**config.mk**
```make
export PLATFORM = sky130hd
export DESIGN_NAME = exu_alu_ibuf
export DESIGN_NICKNAME = d
export VERILOG_FILES = /design/src/rtl/exu_alu_ibuf.sv
export SDC_FILE = /design/constraint.sdc
export NUM_CORES = 1
export LEC_CHECK = 0
export CAP_MARGIN = 5
export CORE_MARGIN = 1
export CORE_UTILIZATION = 49
export DETAILED_ROUTE_END_ITERATION = 8
export PLACE_DENSITY = 0.8
export SETUP_SLACK_MARGIN = 0.15
export SLEW_MARGIN = 20
export SYNTH_ARGS = -nofsm -noshare
export SYNTH_HDL_FRONTEND = slang
export SYNTH_SLANG_ARGS = --single-unit
```
**constraint.sdc**
```tcl
create_clock -name clk -period 2 [get_ports clk]
set_input_delay 0.2 -clock clk [delete_from_list [all_inputs] [get_ports clk]]
set_output_delay 0.2 -clock clk [all_outputs]
set_load 0.005 [all_outputs]
```
**src/rtl/exu_alu_ibuf.sv**
```systemverilog
// Receive-side FIFO for the dispatch-to-ALU channel.
// The input-side ready comes from a flop, so the ALU's ready never feeds back to dispatch.
`ifndef XLEN
`define XLEN 32
`endif
`ifndef RFIDX_WIDTH
`define RFIDX_WIDTH 5
`endif
`ifndef DECINFO_WIDTH
`define DECINFO_WIDTH 32
`endif
`ifndef PC_SIZE
`define PC_SIZE 32
`endif

module exu_alu_ibuf #(
    parameter int DEPTH = 2,
    parameter int CW    = $clog2(DEPTH + 1)
) (
    input  logic                      clk,
    input  logic                      rst,
    input  logic                      flush,
    input  logic                      ibuf_i_valid,
    output logic                      ibuf_i_ready,
    input  logic [`XLEN-1:0]          ibuf_i_rs1,
    input  logic [`XLEN-1:0]          ibuf_i_rs2,
    input  logic                      ibuf_i_rdwen,
    input  logic [`RFIDX_WIDTH-1:0]   ibuf_i_rdidx,
    input  logic [`DECINFO_WIDTH-1:0] ibuf_i_info,
    input  logic [`XLEN-1:0]          ibuf_i_imm,
    input  logic [`PC_SIZE-1:0]       ibuf_i_pc,
    output logic                      ibuf_o_valid,
    input  logic                      ibuf_o_ready,
    output logic [`XLEN-1:0]          ibuf_o_rs1,
    output logic [`XLEN-1:0]          ibuf_o_rs2,
    output logic                      ibuf_o_rdwen,
    output logic [`RFIDX_WIDTH-1:0]   ibuf_o_rdidx,
    output logic [`DECINFO_WIDTH-1:0] ibuf_o_info,
    output logic [`XLEN-1:0]          ibuf_o_imm,
    output logic [`PC_SIZE-1:0]       ibuf_o_pc,
    output logic [CW-1:0]             ibuf_o_count
);
    localparam int PW = (DEPTH > 1) ? $clog2(DEPTH) : 1;
    localparam int EW = 3 * `XLEN + 1 + `RFIDX_WIDTH + `DECINFO_WIDTH + `PC_SIZE;

    logic [EW-1:0] ent_q [DEPTH];
    logic [EW-1:0] ent_d [DEPTH];
    logic [PW-1:0] wptr_q, wptr_d;
    logic [PW-1:0] rptr_q, rptr_d;
    logic [CW-1:0] cnt_q, cnt_d;
    logic          rdy_q, rdy_d;
    logic          push, pop;
    logic [EW-1:0] head;

    assign ibuf_i_ready = rdy_q;
    assign ibuf_o_valid = (cnt_q != '0);
    assign ibuf_o_count = cnt_q;
    assign push         = ibuf_i_valid & rdy_q & ~flush;
    assign pop          = ibuf_o_valid & ibuf_o_ready & ~flush;
    assign head         = ent_q[rptr_q];
    assign {ibuf_o_rs1, ibuf_o_rs2, ibuf_o_rdwen, ibuf_o_rdidx,
            ibuf_o_info, ibuf_o_imm, ibuf_o_pc} = head;

    always_comb begin
        ent_d  = ent_q;
        wptr_d = wptr_q;
        rptr_d = rptr_q;
        cnt_d  = cnt_q;
        if (flush) begin
            // Storage is left as-is; only the bookkeeping is discarded.
            wptr_d = '0;
            rptr_d = '0;
            cnt_d  = '0;
        end else begin
            if (push) begin
                ent_d[wptr_q] = {ibuf_i_rs1, ibuf_i_rs2, ibuf_i_rdwen, ibuf_i_rdidx,
                                 ibuf_i_info, ibuf_i_imm, ibuf_i_pc};
                wptr_d = wptr_q + PW'(1);
            end
            if (pop) begin
                rptr_d = rptr_q + PW'(1);
            end
            case ({push, pop})
                2'b10:   cnt_d = cnt_q + CW'(1);
                2'b01:   cnt_d = cnt_q - CW'(1);
                default: cnt_d = cnt_q;
            endcase
        end
        // Derived from next occupancy so a pop while full reopens the input one cycle later.
        rdy_d = (cnt_d < CW'(DEPTH));
    end

    always_ff @(posedge clk) begin
        if (rst) begin
            wptr_q <= '0;
            rptr_q <= '0;
            cnt_q  <= '0;
            rdy_q  <= 1'b1;
            for (int i = 0; i < DEPTH; i++) begin
                ent_q[i] <= '0;
            end
        end else begin
            wptr_q <= wptr_d;
            rptr_q <= rptr_d;
            cnt_q  <= cnt_d;
            rdy_q  <= rdy_d;
            ent_q  <= ent_d;
        end
    end

endmodule

```
# Word level (Yosys, flattened, before mapping)

Cells that the tools add are included.

Input port bits: 171
Word-level logic and storage cells: 35
Output and inout port bits: 170
Flip-flop bits (word level): 337

Order comparisons: 4
Add/subtract/negate cells: 4
Multiplexer cells: 8
Equal/unequal tests: 2
Bitwise gates (word level): 7
Reductions and logical operators: 4

Operators with widths:

| cell                                                                 | count |
|---|---|
| 166-bit two-way mux                                                  | 4 |
| 332-bit bitwise mux                                                  | 1 |
| 166-bit demux with 1-bit select                                      | 1 |
| 1-bit bitwise AND                                                    | 4 |
| 2-bit greater-or-equal comparator, second input constant             | 2 |
| 1-bit inverter with 2-bit output                                     | 2 |
| 2-bit one-hot mux with 2 select lines                                | 1 |
| 1-bit adder, second input constant                                   | 2 |
| 2-bit by 1-bit adder with 2-bit output, second input constant        | 1 |
| 2-bit by 1-bit == test with 1-bit output, second input constant      | 1 |
| 2-bit == test, second input constant                                 | 1 |
| 2-bit by 1-bit < comparator with 1-bit output, second input constant | 1 |
| 2-bit < comparator, second input constant                            | 1 |
| 2-bit two-way mux                                                    | 1 |
| 2-bit AND reduction                                                  | 1 |
| 2-bit nonzero test                                                   | 1 |
| 2-bit OR reduction                                                   | 1 |
| 2-bit by 1-bit subtractor with 2-bit output, second input constant   | 1 |
| 1-bit logical AND                                                    | 1 |
| 1-bit inverter                                                       | 1 |

# Logic depth before layout (Yosys ltp)

Word-level depth: 7
Gate-level depth with buffers: 6
Depth with buffers taken out: 6

# Worst setup path after synthesis

No wires, ideal clock.

Kind: register -> register
From: reg rdy_q, in the netlist ibuf_i_ready
To: reg cnt_q[1], in the netlist ibuf_o_count[1]
Library setup time: 115 ps
Buffers on the path: 0
Data arrival time: 1,423 ps
Required time: 1,885 ps
Period minus slack after synthesis: 1,538 ps
Slack: 462 ps
Cell stages (with the launch flop): 6
Cell sequence: dfxtp_1 -> nand2_1 -> or2_2 -> ha_1 -> o21a_1 -> o21a_1

Longest elaborated chain between the ends: 5
Elaborated cells between the ends (all ways): 6
Those cells by class: eq/ne: 2; mux: 2; bitwise: 2

RTL lines:

| what                                                                      | line | source |
|---|---|---|
| start, declared                                                           | 51   | `logic rdy_q, rdy_d;` |
| start signal, assigned                                                    | 106  | `rdy_q <= rdy_d;` |
| 1-bit bitwise AND * (2 in series)                                         | 58   | `assign push = ibuf_i_valid & rdy_q & ~flush;` |
| 2-bit by 1-bit == test with 1-bit output or 2-bit == test (tied branches) | 83   | `case ({push, pop})` |
| 2-bit one-hot mux with 2 select lines *                                   | 83   |  |
| 2-bit two-way mux *                                                       | 69   | `if (flush) begin` |
| end signal, assigned                                                      | 105  | `cnt_q <= cnt_d;` |
| end, declared                                                             | 50   | `logic [CW-1:0] cnt_q, cnt_d;` |

Every way passes the cells marked *; elsewhere a longest branch is shown, timed or not.
A chain may end at the register's enable or synchronous reset.

# Final worst setup path

From: reg rptr_q
To: out ibuf_o_pc[22]

Longest elaborated chain between the ends: 4

RTL lines:

| what                                                    | line | source |
|---|---|---|
| start, declared                                         | 49   | `logic [PW-1:0] rptr_q, rptr_d;` |
| start signal, assigned                                  | 104  | `rptr_q <= rptr_d;` |
| 1-bit inverter with 2-bit output (implied by the code)  | 60   | `assign head = ent_q[rptr_q];` |
| 166-bit two-way mux (implied by the code) (3 in series) | 60   |  |
| end, declared                                           | 40   | `` output logic [`PC_SIZE-1:0] ibuf_o_pc, `` |

Every way passes these cells. The select of a mux whose other input is x is not followed.

==> summary.md <==
* finished, violations left — outcome
* setup timing — violations in the final reports
* sky130_fd_sc_hd__clkbuf_16 — Clock Root Buffer
* 118 — count of final setup violators
* 20 — Unique masters post-synth
* 0 — sum of overflow across all layers after global routing
* 0 — max capacitance violation total
* 1823 — syn_nets
* 46.1% — Synth-to-Final Area Change
* 449 MHz — maximum clock frequency
* 378 ps — Slew @ Worst Pin
* 49.7% — fraction of the yosys area taken by sequential cells
* yes — RSZ-0062 raised after global routing
* 70 — maximum number of pins on one net before global-route repair
* 5 — number of antenna violations at the first check in global routing
* 15.5 mW — total power
* 8 — Crit Path Max Fanout
* 60 ps — clock-pin slew reported for the worst setup and hold paths after clock tree synthesis
* 337 — clk sink count
* -37.3 ps — post-placement worst setup slack
* 50.2% — initial standard-cell utilization of the core
* 520 ps — latest clock arrival within the worst-skew pair
* 782 nW/um^2 — Power Density
* 12.4 ps — worst clock skew
* 13600 sq um — post-synthesis instance area
* 8.22 sq um — mean area per synthesized cell
* 17300 sq um — Post-Place Cell Area
* 1873 — filler instances
* 26.7% — GRT Total Usage
* 17.7 um — average wire length per cell after detail routing
* 613 uV — IR drop worst, VDD
* 168 um — die extent in y
* 12.8k — via count
* 1651 — cell count after synthesis
* 0 — Hold Vio Cnt, Final
* -227 ps — crit path setup slack, layout
* 2030 ps — signal arrival time at the worst endpoint
* 0 — hold buffers post-CTS
* 2 — H-tree depth reported by CTS
* 21.9% — share of post-route cells with drive strength above 1
* 0 — Pins Over Slew Limit
* 341 — number of top-level pins
* 1800 ps — CP Data Required Time
* flop — sort of element at the start of the critical path
* in2reg — Min-Delay Path Class
* yes — clock tree from TritonCTS
* 60 — Site Rows
* 340 — quantity of I/O buffers inserted on ports
* 61.9 mm — first-pass GRT wire length
* 19800 sq um — final std cell area, no fill
* 8.25 nW — cell leakage power
* 2230 ps — Tmin final
* 5 — First-pass DRT Iterations
* 5.35 — detail-routed via count per cell
* 42.5 mm — Detailed Route WL
* 12.4k — via count of the first global-routing pass
* 0.790 — final weighted congestion in routability-driven placement
* 23.9 mm — placed wire-length estimate
* 3 — clock tree buffer depth
* 0 — antenna violation net count after detailed routing
* 337 — number of synthesized register bits
* 2203 — number of nets in the final layout
* reg2out — critical path start-end classification
* 168 um — die outline width
* 111% — final period utilization
* 74.8% — max-slew headroom at the worst pin
* 27000 sq um — area of the core
* 37 — number of buffers inserted during clock tree synthesis
* 0 — number of warnings reported in the yosys synthesis log
* 796 — DRC violation total after the first TritonRoute iteration
* output pin — nature of the critical path endpoint
* 0 — Remaining DRCs
* 28400 sq um — Die ar.
* -13750 ps — total negative setup slack
==> cell type report <==
class	count	area, sq um	area share (%)
antenna	5	12.5	0.0631
clock buffer	56	1100	5.55
clock inverter	8	121	0.612
multi-input combinational	1185	6350	32.1
sequential	337	6750	34.1
tap	341	427	2.15
timing repair buffer	470	5060	25.5
==> cells in the final DEF, fill, tap and decap left out, types with 25 or more instances in the layout <==
master,synthesis,routed
sky130_fd_sc_hd__clkbuf_2,0,48
sky130_fd_sc_hd__mux2_4,0,39
sky130_fd_sc_hd__dlymetal6s2s_1,0,43
sky130_fd_sc_hd__buf_4,18,65
sky130_fd_sc_hd__dfxtp_1,337,335
sky130_fd_sc_hd__mux2_2,166,127
sky130_fd_sc_hd__nand2_1,665,665
sky130_fd_sc_hd__a21oi_1,332,332
sky130_fd_sc_hd__buf_12,0,25
sky130_fd_sc_hd__buf_6,0,57
sky130_fd_sc_hd__clkbuf_16,0,50
sky130_fd_sc_hd__clkdlybuf4s50_1,0,204
==> cell families (layout without fill, tap and decap cells) <==
family,count (synthesis),after routing,synth area share (%)
other,0,5,0
buffers and inverters,129,534,4.69
AOI/OAI and AO/OA,336,336,12.4
adders and majority gates,1,1,0.0922
muxes,166,166,13.8
xor gates and xnor gates,4,4,0.258
and+or+nand+nor,678,678,19.0
DFF,337,337,49.7
==> power by group <==
part           switching [mW]  internal (mW)
Combinational           0.747          0.912
Clock                    2.65           4.18
Sequential              0.104           6.92
Total                    3.50           12.0
==> stage by stage <==
stage	hold WS [ps]	cells	utilization (%)
final	66.1	2402	73.4
after global routing	56.5	2402	73.4
after CTS	50.5	2316	69.5
after detailed placement	445	2242	64.1
after global placement	438	2242	64.1
after floorplan	315	1651	-
==> state kept, by name, summed over array words and instances, names as in the netlist <==
name	count
ent_q	332
ibuf_i_ready	1
ibuf_o_count	2
rptr_q	1
wptr_q	1
==> synth_stat cells <==
cell	n	area (sq um)
sky130_fd_sc_hd__o21a_1	2	15.0
sky130_fd_sc_hd__a21oi_1	332	1660
sky130_fd_sc_hd__xor2_1	3	26.3
sky130_fd_sc_hd__and4bb_2	1	12.5
sky130_fd_sc_hd__nand2_1	665	2500
sky130_fd_sc_hd__nand4b_1	1	8.76
sky130_fd_sc_hd__buf_2	67	335
sky130_fd_sc_hd__nor2_1	5	18.8
sky130_fd_sc_hd__clkbuf_1	42	158
sky130_fd_sc_hd__nor3_1	1	5.00
sky130_fd_sc_hd__o21ai_0	2	10.0
sky130_fd_sc_hd__and4b_1	1	10.0
sky130_fd_sc_hd__nand4bb_1	1	11.3
sky130_fd_sc_hd__buf_4	18	135
sky130_fd_sc_hd__mux2_2	166	1870
sky130_fd_sc_hd__ha_1	1	12.5
sky130_fd_sc_hd__or2_2	3	18.8
sky130_fd_sc_hd__buf_1	2	7.51
sky130_fd_sc_hd__dfxtp_1	337	6750
sky130_fd_sc_hd__xnor2_1	1	8.76
==> critical path, cell delays in order (launching register included) <==
cell,delay (ps)
sky130_fd_sc_hd__dfxtp_4,370
sky130_fd_sc_hd__buf_6,160
sky130_fd_sc_hd__clkbuf_16,190
sky130_fd_sc_hd__mux2_2,340
sky130_fd_sc_hd__clkdlybuf4s50_1,450
==> per-layer routing <==
layer / global-route usage, % / up-vias / part of all wire [%]
li1: - / 6177 / -
met1: 30.7 / 6061 / 39
met2: 46.2 / 482 / 49
met3: 6.44 / 121 / 7.0
met4: 13.6 / 0 / 5.0
met5: 0 / - / 0
==> worst paths after layout <==
kind | cells past startpoint | endpoint | from | slack (ps)
worst min-delay path | 2 | ent_q[107]$_SDFFE_PP0P_ | rst | 70
worst min register to register | 2 | ent_q[216]$_SDFFE_PP0P_ | ent_q[216]$_SDFFE_PP0P_ | 450
worst max register to register | 6 | ibuf_o_count[1]$_SDFF_PP0_ | ibuf_i_ready$_SDFF_PP1_ | 310
worst max-delay path | 4 | ibuf_o_pc[22] | rptr_q$_SDFFE_PP0P_ | -230
==> what timing repair did <==
action | in CTS | in global routing
gates cloned | 5 | 14
setup endpoints to repair | 167 | 167
setup buffers | 5 | 67
gates resized for setup | 167 | 272
pin swaps | 0 | 0
Power figures use the tool's default switching activity.
